## src/rtl/mem_access_seq.sv

```systemverilog
// mem_access_seq: load/store sequencer for the multicycle RV32I/RV64I core.
// Accepts one decoded memory request and drives an aligned bus access with
// byte enables and lane-shifted store data. It waits for mem_resp or a
// timeout, then returns an extended load result, an error code and RVFI masks.
//
// Ports:
//   clk, rst            clock (rising edge), asynchronous active-low reset
//   req_*               request handshake and payload from the control FSM
//   mem_*               memory bus (read/write strobes, address, lanes, data)
//   rsp_valid/rdata/err one-cycle completion pulse with held result
//   rmask, wmask        RVFI byte masks of the completed access
module mem_access_seq #(
   parameter  int XLEN    = 32,
   parameter  int TIMEOUT = 255,
   localparam int NBYTES  = XLEN / 8
) (
   input  logic              clk,
   input  logic              rst,
   input  logic              req_valid,
   output logic              req_ready,
   input  logic              req_write,
   input  logic [2:0]        req_funct3,
   input  logic [XLEN-1:0]   req_addr,
   input  logic [XLEN-1:0]   req_wdata,
   output logic [XLEN-1:0]   mem_addr,
   output logic              mem_read,
   output logic              mem_write,
   output logic [NBYTES-1:0] mem_byte_enable,
   output logic [XLEN-1:0]   mem_wdata,
   input  logic [XLEN-1:0]   mem_rdata,
   input  logic              mem_resp,
   output logic              rsp_valid,
   output logic [XLEN-1:0]   rsp_rdata,
   output logic [1:0]        rsp_err,
   output logic [NBYTES-1:0] rmask,
   output logic [NBYTES-1:0] wmask
);

   localparam int OFFW = $clog2(NBYTES);
   localparam int CW   = $clog2(TIMEOUT + 1);

   typedef enum logic [1:0] {IDLE, ACCESS, RESP} state_t;

   state_t              state_q, state_d;
   logic [CW-1:0]       cnt_q, cnt_d;
   logic                write_q, write_d;
   logic                signed_q, signed_d;
   logic [1:0]          szl_q, szl_d;
   logic [OFFW-1:0]     off_q, off_d;
   logic [NBYTES-1:0]   lanes_q, lanes_d;
   logic [XLEN-1:0]     addr_q, addr_d;
   logic [NBYTES-1:0]   be_q, be_d;
   logic [XLEN-1:0]     wdata_q, wdata_d;
   logic [XLEN-1:0]     rdata_q, rdata_d;
   logic [1:0]          err_q, err_d;
   logic [NBYTES-1:0]   rmask_q, rmask_d;
   logic [NBYTES-1:0]   wmask_q, wmask_d;

   // Request decode
   logic [1:0]          req_szl;
   logic                req_legal;
   logic [OFFW-1:0]     req_off;
   logic                req_misal;
   logic [3:0]          req_size4;
   logic [NBYTES-1:0]   req_lanes;
   logic [XLEN-1:0]     req_lane_bits;

   assign req_szl   = req_funct3[1:0];
   assign req_off   = req_addr[OFFW-1:0];
   assign req_size4 = 4'd1 << req_szl;
   // off mod size != 0  <=>  any offset bit below log2(size) is set
   assign req_misal = |(4'(req_off) & (req_size4 - 4'd1));

   always_comb begin
      req_legal = 1'b1;
      case (req_funct3)
         3'b011:        req_legal = (XLEN == 64);
         3'b100,
         3'b101:        req_legal = !req_write;
         3'b110:        req_legal = (XLEN == 64) && !req_write;
         3'b111:        req_legal = 1'b0;
         default:       req_legal = 1'b1;
      endcase
   end

   // Load extraction from the current bus data
   logic [XLEN-1:0] rd_sh;
   logic            rd_sgn;
   logic [XLEN-1:0] ld_ext;

   assign rd_sh = mem_rdata >> {off_q, 3'b000};

   always_comb begin
      rd_sgn = 1'b0;
      case (szl_q)
         2'd0:    rd_sgn = rd_sh[7];
         2'd1:    rd_sgn = rd_sh[15];
         2'd2:    rd_sgn = rd_sh[31];
         default: rd_sgn = 1'b0;
      endcase
   end

   // Per-lane size mask, store-data mask and load extension
   genvar gi;
   generate
      for (gi = 0; gi < NBYTES; gi++) begin : g_lane
         assign req_lanes[gi]           = (4'(gi) < req_size4);
         assign req_lane_bits[gi*8 +: 8] = {8{req_lanes[gi]}};
         assign ld_ext[gi*8 +: 8]       = lanes_q[gi] ? rd_sh[gi*8 +: 8]
                                                      : {8{signed_q & rd_sgn}};
      end
   endgenerate

   always_comb begin
      state_d  = state_q;
      cnt_d    = cnt_q;
      write_d  = write_q;
      signed_d = signed_q;
      szl_d    = szl_q;
      off_d    = off_q;
      lanes_d  = lanes_q;
      addr_d   = addr_q;
      be_d     = be_q;
      wdata_d  = wdata_q;
      rdata_d  = rdata_q;
      err_d    = err_q;
      rmask_d  = rmask_q;
      wmask_d  = wmask_q;
      case (state_q)
         IDLE: begin
            if (req_valid) begin
               write_d  = req_write;
               signed_d = !req_funct3[2];
               szl_d    = req_szl;
               off_d    = req_off;
               lanes_d  = req_lanes;
               addr_d   = {req_addr[XLEN-1:OFFW], {OFFW{1'b0}}};
               be_d     = req_lanes << req_off;
               wdata_d  = (req_wdata & req_lane_bits) << {req_off, 3'b000};
               cnt_d    = '0;
               if (!req_legal || req_misal) begin
                  // Illegal funct3 takes priority over misalignment
                  state_d = RESP;
                  err_d   = req_legal ? 2'b01 : 2'b11;
                  rdata_d = '0;
                  rmask_d = '0;
                  wmask_d = '0;
               end else begin
                  state_d = ACCESS;
               end
            end
         end
         ACCESS: begin
            if (mem_resp) begin
               state_d = RESP;
               err_d   = 2'b00;
               rdata_d = write_q ? '0 : ld_ext;
               rmask_d = write_q ? '0 : be_q;
               wmask_d = write_q ? be_q : '0;
            end else if (cnt_q == CW'(TIMEOUT - 1)) begin
               state_d = RESP;
               err_d   = 2'b10;
               rdata_d = '0;
               rmask_d = '0;
               wmask_d = '0;
            end else begin
               cnt_d = cnt_q + 1'b1;
            end
         end
         RESP:    state_d = IDLE;
         default: state_d = IDLE;
      endcase
   end

   always_ff @(posedge clk or negedge rst) begin
      if (!rst) begin
         state_q  <= IDLE;
         cnt_q    <= '0;
         write_q  <= 1'b0;
         signed_q <= 1'b0;
         szl_q    <= '0;
         off_q    <= '0;
         lanes_q  <= '0;
         addr_q   <= '0;
         be_q     <= '0;
         wdata_q  <= '0;
         rdata_q  <= '0;
         err_q    <= '0;
         rmask_q  <= '0;
         wmask_q  <= '0;
      end else begin
         state_q  <= state_d;
         cnt_q    <= cnt_d;
         write_q  <= write_d;
         signed_q <= signed_d;
         szl_q    <= szl_d;
         off_q    <= off_d;
         lanes_q  <= lanes_d;
         addr_q   <= addr_d;
         be_q     <= be_d;
         wdata_q  <= wdata_d;
         rdata_q  <= rdata_d;
         err_q    <= err_d;
         rmask_q  <= rmask_d;
         wmask_q  <= wmask_d;
      end
   end

   // Bus outputs are gated by state so reset removes them immediately
   logic in_access;
   assign in_access       = (state_q == ACCESS);
   assign req_ready       = (state_q == IDLE);
   assign rsp_valid       = (state_q == RESP);
   assign mem_read        = in_access && !write_q;
   assign mem_write       = in_access && write_q;
   assign mem_addr        = in_access ? addr_q  : '0;
   assign mem_byte_enable = in_access ? be_q    : '0;
   assign mem_wdata       = in_access ? wdata_q : '0;
   assign rsp_rdata       = rdata_q;
   assign rsp_err         = err_q;
   assign rmask           = rmask_q;
   assign wmask           = wmask_q;

endmodule

```

## config.mk

```make
export PLATFORM = sky130hd
export DESIGN_NAME = mem_access_seq
export DESIGN_NICKNAME = d
export VERILOG_FILES = /design/src/rtl/mem_access_seq.sv
export SDC_FILE = /design/constraint.sdc
export NUM_CORES = 1
export LEC_CHECK = 0
export BUFFER_PORTS_ARGS = -buffer_cell sky130_fd_sc_hd__buf_2
export CORE_MARGIN = 8
export CORE_UTILIZATION = 55
export CTS_CLUSTER_SIZE = 40
export DETAILED_ROUTE_END_ITERATION = 8
export PLACE_DENSITY_LB_ADDON = 0.3
export SKIP_CTS_REPAIR_TIMING = 1
export SLEW_MARGIN = 20
export SYNTH_ARGS = -nofsm -noshare
export SYNTH_HDL_FRONTEND = slang
export SYNTH_SLANG_ARGS = --single-unit
```

## constraint.sdc

```tcl
create_clock -name clk -period 5.1 [get_ports clk]
set_input_delay 1.275 -clock clk [delete_from_list [all_inputs] [get_ports clk]]
set_output_delay 1.275 -clock clk [all_outputs]
set_load 0.03 [all_outputs]
```

==> flow_metrics.env <==
export IMPL_port_buffers=215
export IMPL_num_antenna_cells=0
export IMPL_dpl_instance_area_um2=7740
export IMPL_synth_async_reset_ratio=1.00
export IMPL_wirelength_um=19500
export IMPL_p_leak_nw=4.59
export IMPL_gp_routability_congestion=0.860
export IMPL_finalSetupTns_ns=0
export IMPL_worst_slack_ns=1.71
export IMPL_setup_viol=0
export IMPL_clock_sinks=128
export IMPL_min_path_cells=2
export IMPL_clock_fmax_mhz=295
export IMPL_ant_nets=0
export IMPL_clk_latency_ns=0.42
export IMPL_crit_path_max_fanout=43
export IMPL_rows=40
export IMPL_vdd_drop_max_v=0.000278
export IMPL_hold_start="wdata_q[4]"
export IMPL_initial_core_util=0.557
export IMPL_setup_worst_path_end_class="primary output"
export IMPL_dp_hpwl_um=13900
export IMPL_synth_cell_types=55
export IMPL_reg2reg_depth=4
export IMPL_grt_pass1_vias=6198
export IMPL_grt_setup_unrepaired="no"
export IMPL_drt_first_iter_violations=445
export IMPL_cts_tree="done"
export IMPL_finalNetCount=1016
export IMPL_finalCritPeriodShare=0.665
export IMPL_syn_inst=712
export IMPL_layout_min_cycle_time_ns=3.39
export IMPL_dr_pass1_iters=6
export IMPL_htree_levels=4
export IMPL_hold_class="reg -> reg"
export IMPL_cp_startpoint="state_q[0]"
export IMPL_ys_seq_elements=128
export IMPL_status="complete, no violations"
export IMPL_syn2layout_area_growth_pct=26.7
export IMPL_regToRegSetupSlack_ns=2.77
export IMPL_utilization=0.705
export IMPL_overflow=0
export IMPL_critPathLaunchType="register"
export IMPL_wl_per_cell_um=18.2
export IMPL_drv_slew=0
export IMPL_r2r_end="rsp_rdata[31]"
export IMPL_post_route_drc_count=0
export IMPL_synth_flop_cell="dfrtp_1"
export IMPL_vias_per_cell=5.71
export IMPL_r2r_start="off_q[1]"
export IMPL_dp_slack_ns=1.41
export IMPL_dieArea_um2=15800
export IMPL_die_w_um=126
export IMPL_die_h_um=126
export IMPL_relSlewSlack=0.358
export IMPL_required_ns=3.83
export IMPL_synth_edf_count=0
export IMPL_grt_max_degree=106
export IMPL_path_clk_slew_ns=0.06
export IMPL_maxCapViolations=0
export IMPL_n_fill_cell=933
export IMPL_syn_area_um2=6610
export IMPL_drive_gt1_frac=0.306
export IMPL_cts_buffers=17
export IMPL_grt_pass1_wl_um=31600
export IMPL_crit_arrival_ns=2.12
export IMPL_final_hold_viol_count=0
export IMPL_syn_avg_cell_area_um2=9.28
export IMPL_grt_total_usage=0.247
export IMPL_ys_warnings_count=0
export IMPL_coreArea_um2=11900
export IMPL_via_count=6095
export IMPL_seq_area_frac_synth=0.485
export IMPL_max_slew_worst_pin_slew_ns=0.964
export IMPL_p_per_area_nw_per_um2=409
export IMPL_whs_endpoint="wdata_q[4]"
export IMPL_path_cells="nor2b_4, buf_12, and2_1, buf_2"
export IMPL_crit_type="reg -> out"
export IMPL_slowest_stage="nor2b_4"
export IMPL_pin_count=218
export IMPL_antenna_found_initial=0
export IMPL_finish_instance_area_um2=8370
export IMPL_clockRootBuffer="clkbuf_16"
export IMPL_clk_path_buf_depth=2
export IMPL_fin_skew_ns=0.00928
export IMPL_worst_path_largest_cell_delay_ns=0.54
==> metal layers <==
metal  vias up  part of all wire  track usage
met4         0             0.021       0.0996
met3        37             0.092       0.0807
li1       2844                 -            -
met5         -                 0            0
met2       308              0.48        0.396
met1      2906              0.41        0.302
==> cells in the mapped netlist, types with 2 or more instances <==
cell | number | share of area
nand2_1 | 197 | 0.11
dfrtp_1 | 128 | 0.48
and2_1 | 69 | 0.065
nor2_1 | 30 | 0.017
clkbuf_1 | 26 | 0.015
mux2i_1 | 24 | 0.036
o21ai_0 | 24 | 0.018
a21oi_1 | 19 | 0.014
a22oi_1 | 17 | 0.019
a221oi_1 | 14 | 0.019
nand3_1 | 14 | 0.011
buf_2 | 11 | 0.0083
inv_1 | 11 | 0.0063
a2bb2oi_1 | 10 | 0.013
a32oi_1 | 9 | 0.012
mux2_2 | 9 | 0.015
a211oi_1 | 8 | 0.0091
a21o_1 | 8 | 0.0091
a22o_1 | 8 | 0.011
o211ai_1 | 8 | 0.0091
buf_4 | 6 | 0.0068
ha_1 | 4 | 0.0076
nand2b_1 | 4 | 0.0038
nor2b_1 | 4 | 0.0038
nor3_1 | 4 | 0.0030
xor2_1 | 4 | 0.0053
buf_1 | 3 | 0.0017
nor3b_1 | 3 | 0.0034
o2111ai_2 | 3 | 0.0068
o31ai_1 | 3 | 0.0034
and3_1 | 2 | 0.0019
nand4_1 | 2 | 0.0019
nor3_2 | 2 | 0.0030
o211ai_4 | 2 | 0.0064
xnor2_1 | 2 | 0.0027
==> kinds of logic (layout without fill, tap and decap cells) <==
logic type / count (synthesis) / in the layout / synth area share
and+or+nand+nor: 339 / 339 / 0.239
AOI/OAI and AO/OA: 142 / 142 / 0.168
DFF: 128 / 128 / 0.485
buffers and inverters: 59 / 267 / 0.0402
muxes: 33 / 33 / 0.0517
xor gates and xnor gates: 6 / 6 / 0.00796
adders and majority gates: 4 / 4 / 0.00758
other: 1 / 2 / 0.000568
==> power breakdown <==
group	internal (mW)	switching [mW]	leakage [nW]
logic	0.304	0.539	2.62
clock network	0.782	0.451	0.297
registers	1.21	0.143	1.67
==> area by class of cell <==
| cell class | count | area [um^2] | share of cell area |
|---|---|---|---|
| flip-flops and latches | 128 | 3200 | 0.383 |
| multi-input cells | 526 | 3160 | 0.377 |
| repair buffers | 223 | 1170 | 0.140 |
| clock buffers | 19 | 443 | 0.0529 |
| well taps | 147 | 184 | 0.0220 |
| clock inverters | 13 | 161 | 0.0193 |
| inverters | 12 | 45.0 | 0.00538 |
==> critical path: cells and delay by family (launching register included) <==
kind / cells / cell delay, ns
buf+inv: 2 / 0.46
simple gates: 2 / 0.71
flops: 1 / 0.53
==> flip-flops by register name, summed over array words and instances (netlist names), 2 cells and up <==
| register | cells |
|---|---|
| wdata_q | 32 |
| wmask | 4 |
| state_q | 2 |
| off_q | 2 |
| rmask | 4 |
| rsp_rdata | 32 |
| rsp_err | 2 |
| cnt_q | 8 |
| lanes_q | 4 |
| addr_q | 30 |
| be_q | 4 |
| szl_q | 2 |
==> worst max-delay path by stage <==
stage | endpoint | slack, ns | cells after the start
floorplan | rsp_rdata[17] | 2.15 | 9
global placement | rsp_rdata[24] | 1.49 | 8
detailed placement | rsp_rdata[28] | 1.41 | 8
CTS | mem_wdata[9] | 1.66 | 4
global route | mem_wdata[23] | 1.52 | 4
finish | mem_wdata[14] | 1.71 | 4
==> through the flow <==
step,power (mW),instances,hold slack (ns)
3_5_place_dp,2.19,1035,0.450
2_1_floorplan,1.93,713,0.430
5_1_grt,3.59,1068,0.474
4_1_cts,3.44,1067,0.464
3_3_place_gp,2.17,1034,0.446
6_report,3.42,1068,0.459
==> cell usage in the layout (no fill, tap or decap), drive strengths merged, types with 2 or more instances in the layout <==
cell type and n:
conb 2, a32oi 9, o2111ai 4, a22oi 17, bufinv 3, nand4 3, dfrtp 128, nand2b 4
nor2 31, xnor2 2, nor2b 4, nand3 14, and2 69, o31ai 3, buf 223, nand2 197
o21ai 24, clkinv 7, xor2 4, clkbuf 19, nor3 6, a22o 8, mux2i 24, a2bb2oi 10
a221oi 14, mux2 9, a211oi 9, nor3b 4, a21o 8, o211ai 10, ha 4, and3 2
inv 14, a21oi 19
Power figures use the tool's default switching activity.
